==> src/rtl/fetch_pkg.sv <==
// rtl/fetch_pkg.sv - shared types and constants for the instruction fetch queue
package fetch_pkg;

    localparam logic [31:0] FQ_RESET_PC = 32'h0000_3000;

    typedef struct packed {
        logic [31:0] pc;
        logic [31:0] ins;
    } fq_entry_t;

    typedef enum logic {
        FETCH = 1'b0,
        HOLD  = 1'b1
    } fq_state_t;

endpackage

==> src/rtl/fetch_queue_if.sv <==
// rtl/fetch_queue_if.sv - memory request/response, IF/ID output and redirect signals
interface fetch_queue_if #(
    parameter int DEPTH = 4
);
    localparam int CW = $clog2(DEPTH) + 1;

    logic          req_valid;
    logic          req_ready;
    logic [31:0]   req_addr;
    logic          rsp_valid;
    logic [31:0]   rsp_ins;
    logic          out_valid;
    logic          out_ready;
    logic [31:0]   out_ins;
    logic [31:0]   out_pc_plus_4;
    logic          redirect;
    logic [31:0]   redirect_addr;
    logic [CW-1:0] count;

    modport master (
        output req_valid, req_addr, out_valid, out_ins, out_pc_plus_4, count,
        input  req_ready, rsp_valid, rsp_ins, out_ready, redirect, redirect_addr
    );

    modport slave (
        input  req_valid, req_addr, out_valid, out_ins, out_pc_plus_4, count,
        output req_ready, rsp_valid, rsp_ins, out_ready, redirect, redirect_addr
    );

endinterface

==> src/rtl/fq_storage.sv <==
// rtl/fq_storage.sv - circular entry buffer with occupancy count and flush
module fq_storage
    import fetch_pkg::*;
#(
    parameter int DEPTH = 4
) (
    input  logic                   clock,
    input  logic                   reset,
    input  logic                   flush,
    input  logic                   push,
    input  fq_entry_t              push_data,
    input  logic                   pop,
    output fq_entry_t              head,
    output logic [$clog2(DEPTH):0] count,
    output logic [$clog2(DEPTH):0] count_next
);
    localparam int AW = $clog2(DEPTH);
    localparam int CW = AW + 1;

    fq_entry_t     mem_q [DEPTH];
    logic [AW-1:0] wr_ptr_q, wr_ptr_d;
    logic [AW-1:0] rd_ptr_q, rd_ptr_d;
    logic [CW-1:0] count_q, count_d;
    logic          do_push, do_pop;

    // Pointers are exactly AW bits wide, so increments wrap modulo DEPTH.
    always_comb begin
        do_push  = push && !flush;
        do_pop   = pop && !flush;
        wr_ptr_d = wr_ptr_q;
        rd_ptr_d = rd_ptr_q;
        count_d  = count_q;
        if (flush) begin
            wr_ptr_d = '0;
            rd_ptr_d = '0;
            count_d  = '0;
        end else begin
            if (do_push) wr_ptr_d = wr_ptr_q + AW'(1);
            if (do_pop)  rd_ptr_d = rd_ptr_q + AW'(1);
            case ({do_push, do_pop})
                2'b10:   count_d = count_q + CW'(1);
                2'b01:   count_d = count_q - CW'(1);
                default: count_d = count_q;
            endcase
        end
    end

    always_ff @(posedge clock or posedge reset) begin
        if (reset) begin
            wr_ptr_q <= '0;
            rd_ptr_q <= '0;
            count_q  <= '0;
        end else begin
            wr_ptr_q <= wr_ptr_d;
            rd_ptr_q <= rd_ptr_d;
            count_q  <= count_d;
        end
    end

    always_ff @(posedge clock) begin
        if (do_push) mem_q[wr_ptr_q] <= push_data;
    end

    assign head       = mem_q[rd_ptr_q];
    assign count      = count_q;
    assign count_next = count_d;

endmodule

==> src/rtl/fetch_queue.sv <==
// rtl/fetch_queue.sv - credit-based instruction fetch queue with redirect flush
// Optional same-cycle response bypass when empty: FETCH_QUEUE_BYPASS_EN
module fetch_queue
    import fetch_pkg::*;
#(
    parameter int          DEPTH    = 4,
    parameter logic [31:0] RESET_PC = FQ_RESET_PC
) (
    input logic           clock,
    input logic           reset,
    fetch_queue_if.master fq
);
    localparam int            CW      = $clog2(DEPTH) + 1;
    localparam logic [CW:0]   DEPTH_W = (CW + 1)'(DEPTH);

    fq_state_t     state_q, state_d;
    logic [31:0]   req_addr_q, req_addr_d;
    logic [31:0]   rsp_pc_q, rsp_pc_d;
    logic [CW-1:0] live_q, live_d;
    logic [CW-1:0] drop_q, drop_d;

    logic          req_valid, accept;
    logic          rsp_take, rsp_drop, live_push, bypass;
    logic          out_valid, fire, st_push, st_pop;
    logic [CW-1:0] st_count, st_count_next;
    logic [CW:0]   sum_credit, sum_track;
    fq_entry_t     head, push_data;

    // Responses retire oldest-first: stale (dropped) requests always precede live ones.
    always_comb begin
        req_valid = (state_q == FETCH) && !reset;
        accept    = req_valid && fq.req_ready;
        rsp_take  = fq.rsp_valid && ((drop_q != '0) || (live_q != '0));
        rsp_drop  = rsp_take && (drop_q != '0);
        live_push = rsp_take && (drop_q == '0) && !fq.redirect;
`ifdef FETCH_QUEUE_BYPASS_EN
        bypass    = live_push && (st_count == '0);
`else
        bypass    = 1'b0;
`endif
        out_valid = (st_count != '0) || bypass;
        fire      = out_valid && fq.out_ready && !fq.redirect;
        st_push   = live_push && !(bypass && fire);
        st_pop    = fire && !bypass;
        push_data = '{pc: rsp_pc_q, ins: fq.rsp_ins};
    end

    always_comb begin
        drop_d     = drop_q;
        live_d     = live_q;
        req_addr_d = req_addr_q;
        rsp_pc_d   = rsp_pc_q;
        if (fq.redirect) begin
            // Everything outstanding, including a request accepted now, becomes stale.
            drop_d     = drop_q + live_q + CW'(accept) - CW'(rsp_take);
            live_d     = '0;
            req_addr_d = fq.redirect_addr;
            rsp_pc_d   = fq.redirect_addr;
        end else begin
            drop_d = drop_q - CW'(rsp_drop);
            live_d = live_q + CW'(accept) - CW'(rsp_take && !rsp_drop);
            if (accept)    req_addr_d = req_addr_q + 32'd4;
            if (live_push) rsp_pc_d   = rsp_pc_q + 32'd4;
        end
        sum_credit = {1'b0, live_d} + {1'b0, st_count_next};
        sum_track  = {1'b0, drop_d} + {1'b0, live_d};
        state_d    = ((sum_credit < DEPTH_W) && (sum_track < DEPTH_W)) ? FETCH : HOLD;
    end

    always_ff @(posedge clock or posedge reset) begin
        if (reset) begin
            state_q    <= FETCH;
            req_addr_q <= RESET_PC;
            rsp_pc_q   <= RESET_PC;
            live_q     <= '0;
            drop_q     <= '0;
        end else begin
            state_q    <= state_d;
            req_addr_q <= req_addr_d;
            rsp_pc_q   <= rsp_pc_d;
            live_q     <= live_d;
            drop_q     <= drop_d;
        end
    end

    fq_storage #(.DEPTH(DEPTH)) u_storage (
        .clock      (clock),
        .reset      (reset),
        .flush      (fq.redirect),
        .push       (st_push),
        .push_data  (push_data),
        .pop        (st_pop),
        .head       (head),
        .count      (st_count),
        .count_next (st_count_next)
    );

    always_comb begin
        fq.out_ins       = '0;
        fq.out_pc_plus_4 = '0;
        if (bypass) begin
            fq.out_ins       = fq.rsp_ins;
            fq.out_pc_plus_4 = rsp_pc_q + 32'd4;
        end else if (out_valid) begin
            fq.out_ins       = head.ins;
            fq.out_pc_plus_4 = head.pc + 32'd4;
        end
    end

    assign fq.req_valid = req_valid;
    assign fq.req_addr  = req_addr_q;
    assign fq.out_valid = out_valid;
    assign fq.count     = st_count;

endmodule
==> src/flat_wrapper.sv <==
// flat-port wrapper written by rule: the top's interface ports become plain ports
module fetch_queue_flat import fetch_pkg::*;
#(
    parameter int          DEPTH    = 4,
    parameter logic [31:0] RESET_PC = FQ_RESET_PC
)
  (clock, reset, fq_req_valid, fq_req_addr, fq_out_valid, fq_out_ins, fq_out_pc_plus_4, fq_count, fq_req_ready, fq_rsp_valid, fq_rsp_ins, fq_out_ready, fq_redirect, fq_redirect_addr);
  fetch_queue_if #(.DEPTH(DEPTH)) fq_i ();
  input logic clock;
  input logic reset;
  output wire logic [$bits(fq_i.req_valid)-1:0] fq_req_valid;
  output wire logic [$bits(fq_i.req_addr)-1:0] fq_req_addr;
  output wire logic [$bits(fq_i.out_valid)-1:0] fq_out_valid;
  output wire logic [$bits(fq_i.out_ins)-1:0] fq_out_ins;
  output wire logic [$bits(fq_i.out_pc_plus_4)-1:0] fq_out_pc_plus_4;
  output wire logic [$bits(fq_i.count)-1:0] fq_count;
  input wire logic [$bits(fq_i.req_ready)-1:0] fq_req_ready;
  input wire logic [$bits(fq_i.rsp_valid)-1:0] fq_rsp_valid;
  input wire logic [$bits(fq_i.rsp_ins)-1:0] fq_rsp_ins;
  input wire logic [$bits(fq_i.out_ready)-1:0] fq_out_ready;
  input wire logic [$bits(fq_i.redirect)-1:0] fq_redirect;
  input wire logic [$bits(fq_i.redirect_addr)-1:0] fq_redirect_addr;
  assign fq_req_valid = fq_i.req_valid;
  assign fq_req_addr = fq_i.req_addr;
  assign fq_out_valid = fq_i.out_valid;
  assign fq_out_ins = fq_i.out_ins;
  assign fq_out_pc_plus_4 = fq_i.out_pc_plus_4;
  assign fq_count = fq_i.count;
  assign fq_i.req_ready = fq_req_ready;
  assign fq_i.rsp_valid = fq_rsp_valid;
  assign fq_i.rsp_ins = fq_rsp_ins;
  assign fq_i.out_ready = fq_out_ready;
  assign fq_i.redirect = fq_redirect;
  assign fq_i.redirect_addr = fq_redirect_addr;
  fetch_queue #(.DEPTH(DEPTH), .RESET_PC(RESET_PC)) u_core (.clock(clock), .reset(reset), .fq(fq_i));
endmodule
==> config.mk <==
export PLATFORM = sky130hd
export DESIGN_NAME = fetch_queue_flat
export DESIGN_NICKNAME = d
export VERILOG_FILES = /design/src/rtl/fetch_pkg.sv /design/src/rtl/fetch_queue_if.sv /design/src/rtl/fq_storage.sv /design/src/rtl/fetch_queue.sv /design/src/flat_wrapper.sv
export SDC_FILE = /design/constraint.sdc
export NUM_CORES = 1
export LEC_CHECK = 0
export CORE_MARGIN = 2
export CORE_UTILIZATION = 35
export CTS_CLUSTER_SIZE = 14
export DETAILED_ROUTE_END_ITERATION = 7
export HOLD_SLACK_MARGIN = 0.08
export SETUP_SLACK_MARGIN = 0.5
export SLEW_MARGIN = 40
export SYNTH_ARGS = -nofsm -noshare
export SYNTH_HDL_FRONTEND = slang
export SYNTH_SLANG_ARGS = --single-unit
export TNS_END_PERCENT = 10
==> constraint.sdc <==
create_clock -name clock -period 5 [get_ports clock]
set_input_delay 1.5 -clock clock [delete_from_list [all_inputs] [get_ports clock]]
set_output_delay 1.5 -clock clock [all_outputs]
set_load 0.03 [all_outputs]
==> impl_metrics.env <==
export IMPL_outcome="complete, no violations"
export IMPL_drt_total_wl_um=33770
export IMPL_max_slew_margin_rel=0.4523
export IMPL_drtPass1Iterations=4
export IMPL_top_usage_layer="met2"
export IMPL_slew_violations=0
export IMPL_area_growth_pct=28.37
export IMPL_overflow=0
export IMPL_met2_usage=0.2492
export IMPL_worst_path_buf_inv=3
export IMPL_h_tree_depth=2
export IMPL_vdd_ir_drop_max_uv=217.0
export IMPL_clkTransAtPathRegs_ns=0.05
export IMPL_crit_slowest_cell="or4_4"
export IMPL_drt_iter0_markers=410
export IMPL_io_pins=171
export IMPL_grt_total_usage=0.1539
export IMPL_fin_crit_ns=4.754
export IMPL_setup_viol=0
export IMPL_slowest_delay_ns=0.53
export IMPL_synth_flop_cell="edfxtp_1"
export IMPL_ys_seq_area_frac=0.6505
export IMPL_die_area_um2=44020
export IMPL_die_w_um=209.8
export IMPL_path_max_fanout=6
export IMPL_layout_drive_gt1_share=0.2310
export IMPL_ys_types=52
export IMPL_worstMarginPinSlew_ns=0.8216
export IMPL_cts_root_buf="clkbuf_16"
export IMPL_hold_worst_slack_ns=0.5265
export IMPL_layout_commonest_cell="edfxtp_1"
export IMPL_route_vias_total=8736
export IMPL_portBuffers=170
export IMPL_place_congestion=0.7715
export IMPL_cts_tree="yes"
export IMPL_via_per_inst=5.064
export IMPL_core_area_um2=41850
export IMPL_criticalPathCategory="reg2out"
export IMPL_skew_ns=0.02997
export IMPL_hold_class="reg2reg"
export IMPL_drt_wirelength_per_cell_um=19.58
export IMPL_fin_tns_setup_ns=0
export IMPL_start_kind="register"
export IMPL_syn_nets=1036
export IMPL_worstSkewPairLatency_ns=0.55
export IMPL_synth_warnings=0
export IMPL_dp_hpwl_um=21430
export IMPL_synth_cells=944
export IMPL_grt_pass1_vias=9002
export IMPL_final_period_utilization=0.9509
export IMPL_clk_path_buf_depth=3
export IMPL_fp_dieH_um=209.8
export IMPL_synth_edf_count=256
export IMPL_synthArstFlopShare=0.2335
export IMPL_postSynthAreaPerCell_um2=15.71
export IMPL_start_util=0.3543
export IMPL_finalHoldViolCount=0
export IMPL_clkSinkCount=334
export IMPL_drc=0
export IMPL_max_freq_ghz=0.2103
export IMPL_antenna_found_initial=0
export IMPL_path_delay_family="simple AND/OR/NAND/NOR gates"
export IMPL_detail_route_antenna_nets=0
export IMPL_grt_pass1_wl_um=52000
export IMPL_nets=1250
export IMPL_synth_seq_cells=334
export IMPL_crit_path_end_kind="primary output"
export IMPL_p_per_area_nw_per_um2=349.5
export IMPL_rsz0062_at_grt="true"
export IMPL_fillers=3711
export IMPL_power_leakage_uw=0.006384
export IMPL_antenna_cells=0
export IMPL_grt_max_degree=67
export IMPL_use_met3=0.03038
export IMPL_grtUsageMet1=0.2135
export IMPL_cts_buffers=37
export IMPL_worstPathArrival_ns=3.25
export IMPL_syn_area_um2=14830
export IMPL_layout_common_cells="edfxtp_1, clkdlybuf4s50_1, dfrtp_1"
export IMPL_rows=75
export IMPL_critical_path_required_ns=3.50
export IMPL_path_cells="buf_12 > mux4_2 > nand4_4 > buf_6 > or4_4 > or4_4 > a21oi_4 > buf_12"
export IMPL_cap_violations=0
[worst reg2reg max path, cell delays in order, from the launching register on]
cell and delay (ns):
dfrtp_1 0.43, or3_1 0.41, o41a_1 0.33, ha_1 0.29, fa_1 0.38, fa_1 0.38, xnor2_1 0.15, xnor2_1 0.12
a21oi_1 0.18, xor2_1 0.21, ha_1 0.26, or4_1 0.46, a2111o_1 0.39
[flip-flops by register name, summed over array words and instances, names as in the netlist]
| signal | count |
|---|---|
| u_core.u_storage.mem_q | 256 |
| u_core.fq.req_addr | 32 |
| u_core.rsp_pc_q | 32 |
| u_core.drop_q | 3 |
| u_core.live_q | 3 |
| u_core.u_storage.count | 3 |
| u_core.u_storage.rd_ptr_q | 2 |
| u_core.u_storage.wr_ptr_q | 2 |
| u_core.state_q | 1 |
[kinds of logic (layout without fill, tap and decap cells)]
family          after synthesis  in the layout  synth area share
compound gates               69             69           0.02684
xor+xnor                     69             69           0.04076
simple gates                264            265            0.1015
mux                         114            114            0.1369
fa+ha+maj                    22             22           0.02059
buf+inv                      72            313           0.02295
flops                       334            334            0.6505
[stage by stage]
stage / instances / cell area [um^2] / setup WS (ns) / util / power [uW]
detailed placement: 1634 / 17400 / -0.04131 / 0.4158 / 4025
global placement: 1634 / 17400 / 0.01004 / 0.4157 / 4011
global route: 1725 / 19030 / 0.1585 / 0.4548 / 6936
CTS: 1722 / 18940 / 0.2415 / 0.4526 / 6743
finish: 1725 / 19030 / 0.2457 / 0.4548 / 6651
floorplan: 944 / 14850 / 0.5084 / - / 3718
[what timing repair did]
item | 4_1_cts | 5_1_grt
setup endpoints to repair | 50 | 61
hold buffers | 0 | 0
setup buffers | 19 | 3
gates resized for setup | 65 | 14
cloned | 2 | 0
pin swaps | 16 | 12
[report_power, final]
part | switching, uW | internal [uW] | total [uW]
Sequential | 123 | 3110 | 3230
Clock | 1080 | 1590 | 2670
Combinational | 385 | 366 | 751
Total | 1590 | 5060 | 6650
[metal layers]
metal | part of all wire | wire length, um
met5 | 0 | 0
met4 | 0.016 | 529
met3 | 0.040 | 1354
met2 | 0.47 | 15950
met1 | 0.47 | 15940
[synth_stat cells, types with 3 or more instances]
library cell / instances / share of area
edfxtp_1: 256 / 0.52
dfrtp_1: 74 / 0.12
mux4_2: 55 / 0.084
xnor2_1: 52 / 0.031
and2_1: 43 / 0.018
mux2_2: 43 / 0.033
nor2_1: 36 / 0.0091
nand2_1: 32 / 0.0081
nand4_1: 31 / 0.013
nand3_1: 30 / 0.010
a21oi_1: 27 / 0.0091
clkbuf_1: 27 / 0.0068
inv_1: 25 / 0.0063
o21ai_0: 23 / 0.0078
and3_1: 18 / 0.0076
ha_1: 18 / 0.015
or3_1: 18 / 0.0076
xor2_1: 17 / 0.010
nor4_1: 12 / 0.0051
and4_1: 10 / 0.0059
nor3_1: 10 / 0.0034
mux4_1: 9 / 0.016
or4_1: 8 / 0.0041
a31oi_1: 7 / 0.0030
mux2i_1: 7 / 0.0047
buf_2: 6 / 0.0020
buf_1: 5 / 0.0013
dfstp_2: 4 / 0.0071
fa_1: 4 / 0.0054
o31ai_1: 4 / 0.0020
buf_6: 3 / 0.0023
nor2b_1: 3 / 0.0013
[cell type report]
cell class,count,area [um^2],area share
Inverter,27,106.4,0.005588
Timing Repair Buffer,219,2352,0.1236
Sequential cell,334,9652,0.5071
Tap cell,539,674.4,0.03543
Clock inverter,16,187.7,0.009861
Clock buffer,51,1018,0.05351
Multi-Input combinational cell,539,5042,0.2649
[path summary, 6_finish.rpt]
| check | endpoint | from | cells after the start | slack [ns] |
|---|---|---|---|---|
| min in group asynchronous | u_core.live_q[0] | reset | 3 | 1.46 |
| hold / removal | u_core.u_storage.mem_q[1][32] | u_core.rsp_pc_q[0] | 0 | 0.53 |
| setup / recovery | fq_out_pc_plus_4[30] | u_core.u_storage.rd_ptr_q[0] | 8 | 0.25 |
| setup reg to reg | u_core.state_q | u_core.live_q[2] | 12 | 0.89 |
| max in group asynchronous | u_core.rsp_pc_q[12] | reset | 4 | 2.92 |
| hold reg to reg | u_core.u_storage.mem_q[1][32] | u_core.rsp_pc_q[0] | 0 | 0.53 |
Note: power is estimated with default switching activity, not from simulation.
==> RTL change: new RTL, same flow settings <==
`DEPTH` is set to 4 in 4 places; all go to 16.
--- a/src/rtl/fetch_queue_if.sv
+++ b/src/rtl/fetch_queue_if.sv
@@ -2,3 +2,3 @@
 interface fetch_queue_if #(
-    parameter int DEPTH = 4
+    parameter int DEPTH = 16
 );
--- a/src/rtl/fq_storage.sv
+++ b/src/rtl/fq_storage.sv
@@ -4,3 +4,3 @@
 #(
-    parameter int DEPTH = 4
+    parameter int DEPTH = 16
 ) (
--- a/src/rtl/fetch_queue.sv
+++ b/src/rtl/fetch_queue.sv
@@ -5,3 +5,3 @@
 #(
-    parameter int          DEPTH    = 4,
+    parameter int          DEPTH    = 16,
     parameter logic [31:0] RESET_PC = FQ_RESET_PC
--- a/src/flat_wrapper.sv
+++ b/src/flat_wrapper.sv
@@ -3,3 +3,3 @@
 #(
-    parameter int          DEPTH    = 4,
+    parameter int          DEPTH    = 16,
     parameter logic [31:0] RESET_PC = FQ_RESET_PC
Ports: changed (resized fq_count); port bits go from 171 to 173. The function was not compared with the original's and may differ.
==> RTL change against the unedited design <==
  * The run now ends with negative setup slack left
  * Critical endpoint is now fq_out_pc_plus_4[29]
  * Synthesized area rose to 3.1 times the old value
  * Synthesized cell count up 140%
  * Clock skew down 8.7 ps
  * Wire length rose to 3.3 times the old value
  * Sequential cell count up 778
  * Fmax down 11%
  * Power rose to 2.9 times the old value
  * Final area rose to 2.9 times the old value
  * Setup slack worse by 610 ps
==> RTL change: results (changes against the unedited design) <==
The flow ran to the end, but the final reports show violations. The final reports fail on negative setup slack. The compound-cell area share of the yosys netlist is 0.0275 (was 0.0268). The family with the most delay on the worst path was compound AO/OA/AOI/OAI gates (was simple AND/OR/NAND/NOR gates). The tools report the post-synthesis net count as 2399 (was 1036). The tools report the worst setup slack before clock tree synthesis as -13.0 ps (was -41.3 ps). The number of levels in the clock H-tree came out at 3 (was 2).

The tools report the summed negative setup slack over all endpoints as -5160 ps (was 0 ps). The endpoint of the most critical setup path was fq_out_pc_plus_4[29] (was fq_out_pc_plus_4[30]). The post-detailed-route wirelength per cell was 25.8 um (was 19.6 um); the worst hold path stage count was 1 (was 0). The final RePlAce weighted congestion is 0.863 (was 0.772), and the final number of setup-violating endpoints is 22 (was 0). The via count of the first global-routing pass was 24700 (was 9002). The endpoint arrival time on the critical path came out at 3860 ps (was 3250 ps). The arithmetic-cell share of the synthesized area counting full adders, half adders and majority gates came out at 0.0107 (was 0.0206).

The sequential cell area fraction in the yosys report is 0.729 (was 0.650). The worst slack on hold paths was 555 ps (was 526 ps). Smallest setup slack after layout: -360 ps (was 246 ps). The clock tree skew after final layout was 21.2 ps (was 30.0 ps); the met2 global-route usage was 0.270 (was 0.249). The measured slew at the worst slew-check pin is 836 ps (was 822 ps), and the global-route total usage across every layer is 0.168 (was 0.154). The fraction of final layout cells with drive strength greater than 1 is 0.299 (was 0.231), and the critical-path maximum fanout is 17 (was 6). The placed cell count was 4140 (was 1634); the global-route wire length before repair was 164000 um (was 52000 um). The number of flip-flops under the largest register name was 1024 (was 256); the first-pass iteration count of the detailed router was 7 (was 4). For the number of fill cells in the layout, the log shows 11000 (was 3711). The maximum single-stage delay on the critical path works out to 500 ps (was 530 ps).

The slowest library cell on the worst path was sky130_fd_sc_hd__dfrtp_4 (was sky130_fd_sc_hd__or4_4). The length in cells of the worst reg-to-reg path works out to 18 (was 12). The tools report the beginning of the worst hold path as u_core.drop_q[4] (was u_core.rsp_pc_q[0]). The number of DRC markers in iteration 0 was 2306 (was 410); the initial antenna violation count was 5 (was 0).

The startpoint of the worst-slack reg-to-reg timing path is u_core.u_storage.count[2] (was u_core.live_q[2]). The xor and xnor fraction of the mapped netlist area was 0.0155 (was 0.0408). The run gives 2724 (was 1250) as the net count reported at finish. The latest clock arrival within the worst-skew pair was 690 ps (was 550 ps).
==> RTL change: power groups by stage <==
stage | Clock [mW] | Combinational (mW) | Sequential (mW)
after floorplan | 0 | 0.613 | 10.7
after global placement | 0 | 1.00 | 10.7
after detailed placement | 0 | 1.05 | 10.7
after CTS | 7.95 | 1.07 | 10.5
after global routing | 8.30 | 1.18 | 10.6
final | 7.79 | 1.07 | 10.5
==> RTL change: timing repair <==
item | in CTS | in global routing
pin swaps | 21 | 28
gates cloned | 4 | 0
resized for setup | 131 | 53
buffers inserted | 17 | 8
setup endpoints to repair | 65 | 62
hold buffers | 0 | 0
==> RTL change: metal layers <==
layer,vias up,routed length (um)
met5,-,37
met4,6,2260
met3,166,8320
met2,880,53200
met1,12500,48700
li1,10000,-
==> RTL change: area by class of cell <==
type | instances | area (sq um) | share of cell area
Clock buffer | 127 | 2770 | 0.0506
Clock inverter | 67 | 569 | 0.0104
Inverter | 41 | 164 | 0.00299
Multi-Input combinational cell | 1028 | 12100 | 0.222
Sequential cell | 1112 | 33000 | 0.602
Tap cell | 1662 | 2080 | 0.0380
Timing Repair Buffer | 327 | 4100 | 0.0748
==> RTL change: logic make-up (layout without fill, tap and decap cells) <==
group / count (synthesis) / count (layout)
AND/OR/NAND/NOR: 346 / 347
multiplexers: 389 / 389
adder cells (fa/ha/maj): 37 / 37
XOR/XNOR: 80 / 80
buffers and inverters: 153 / 562
flip-flops: 1112 / 1112
AO/OA/AOI/OAI: 175 / 175
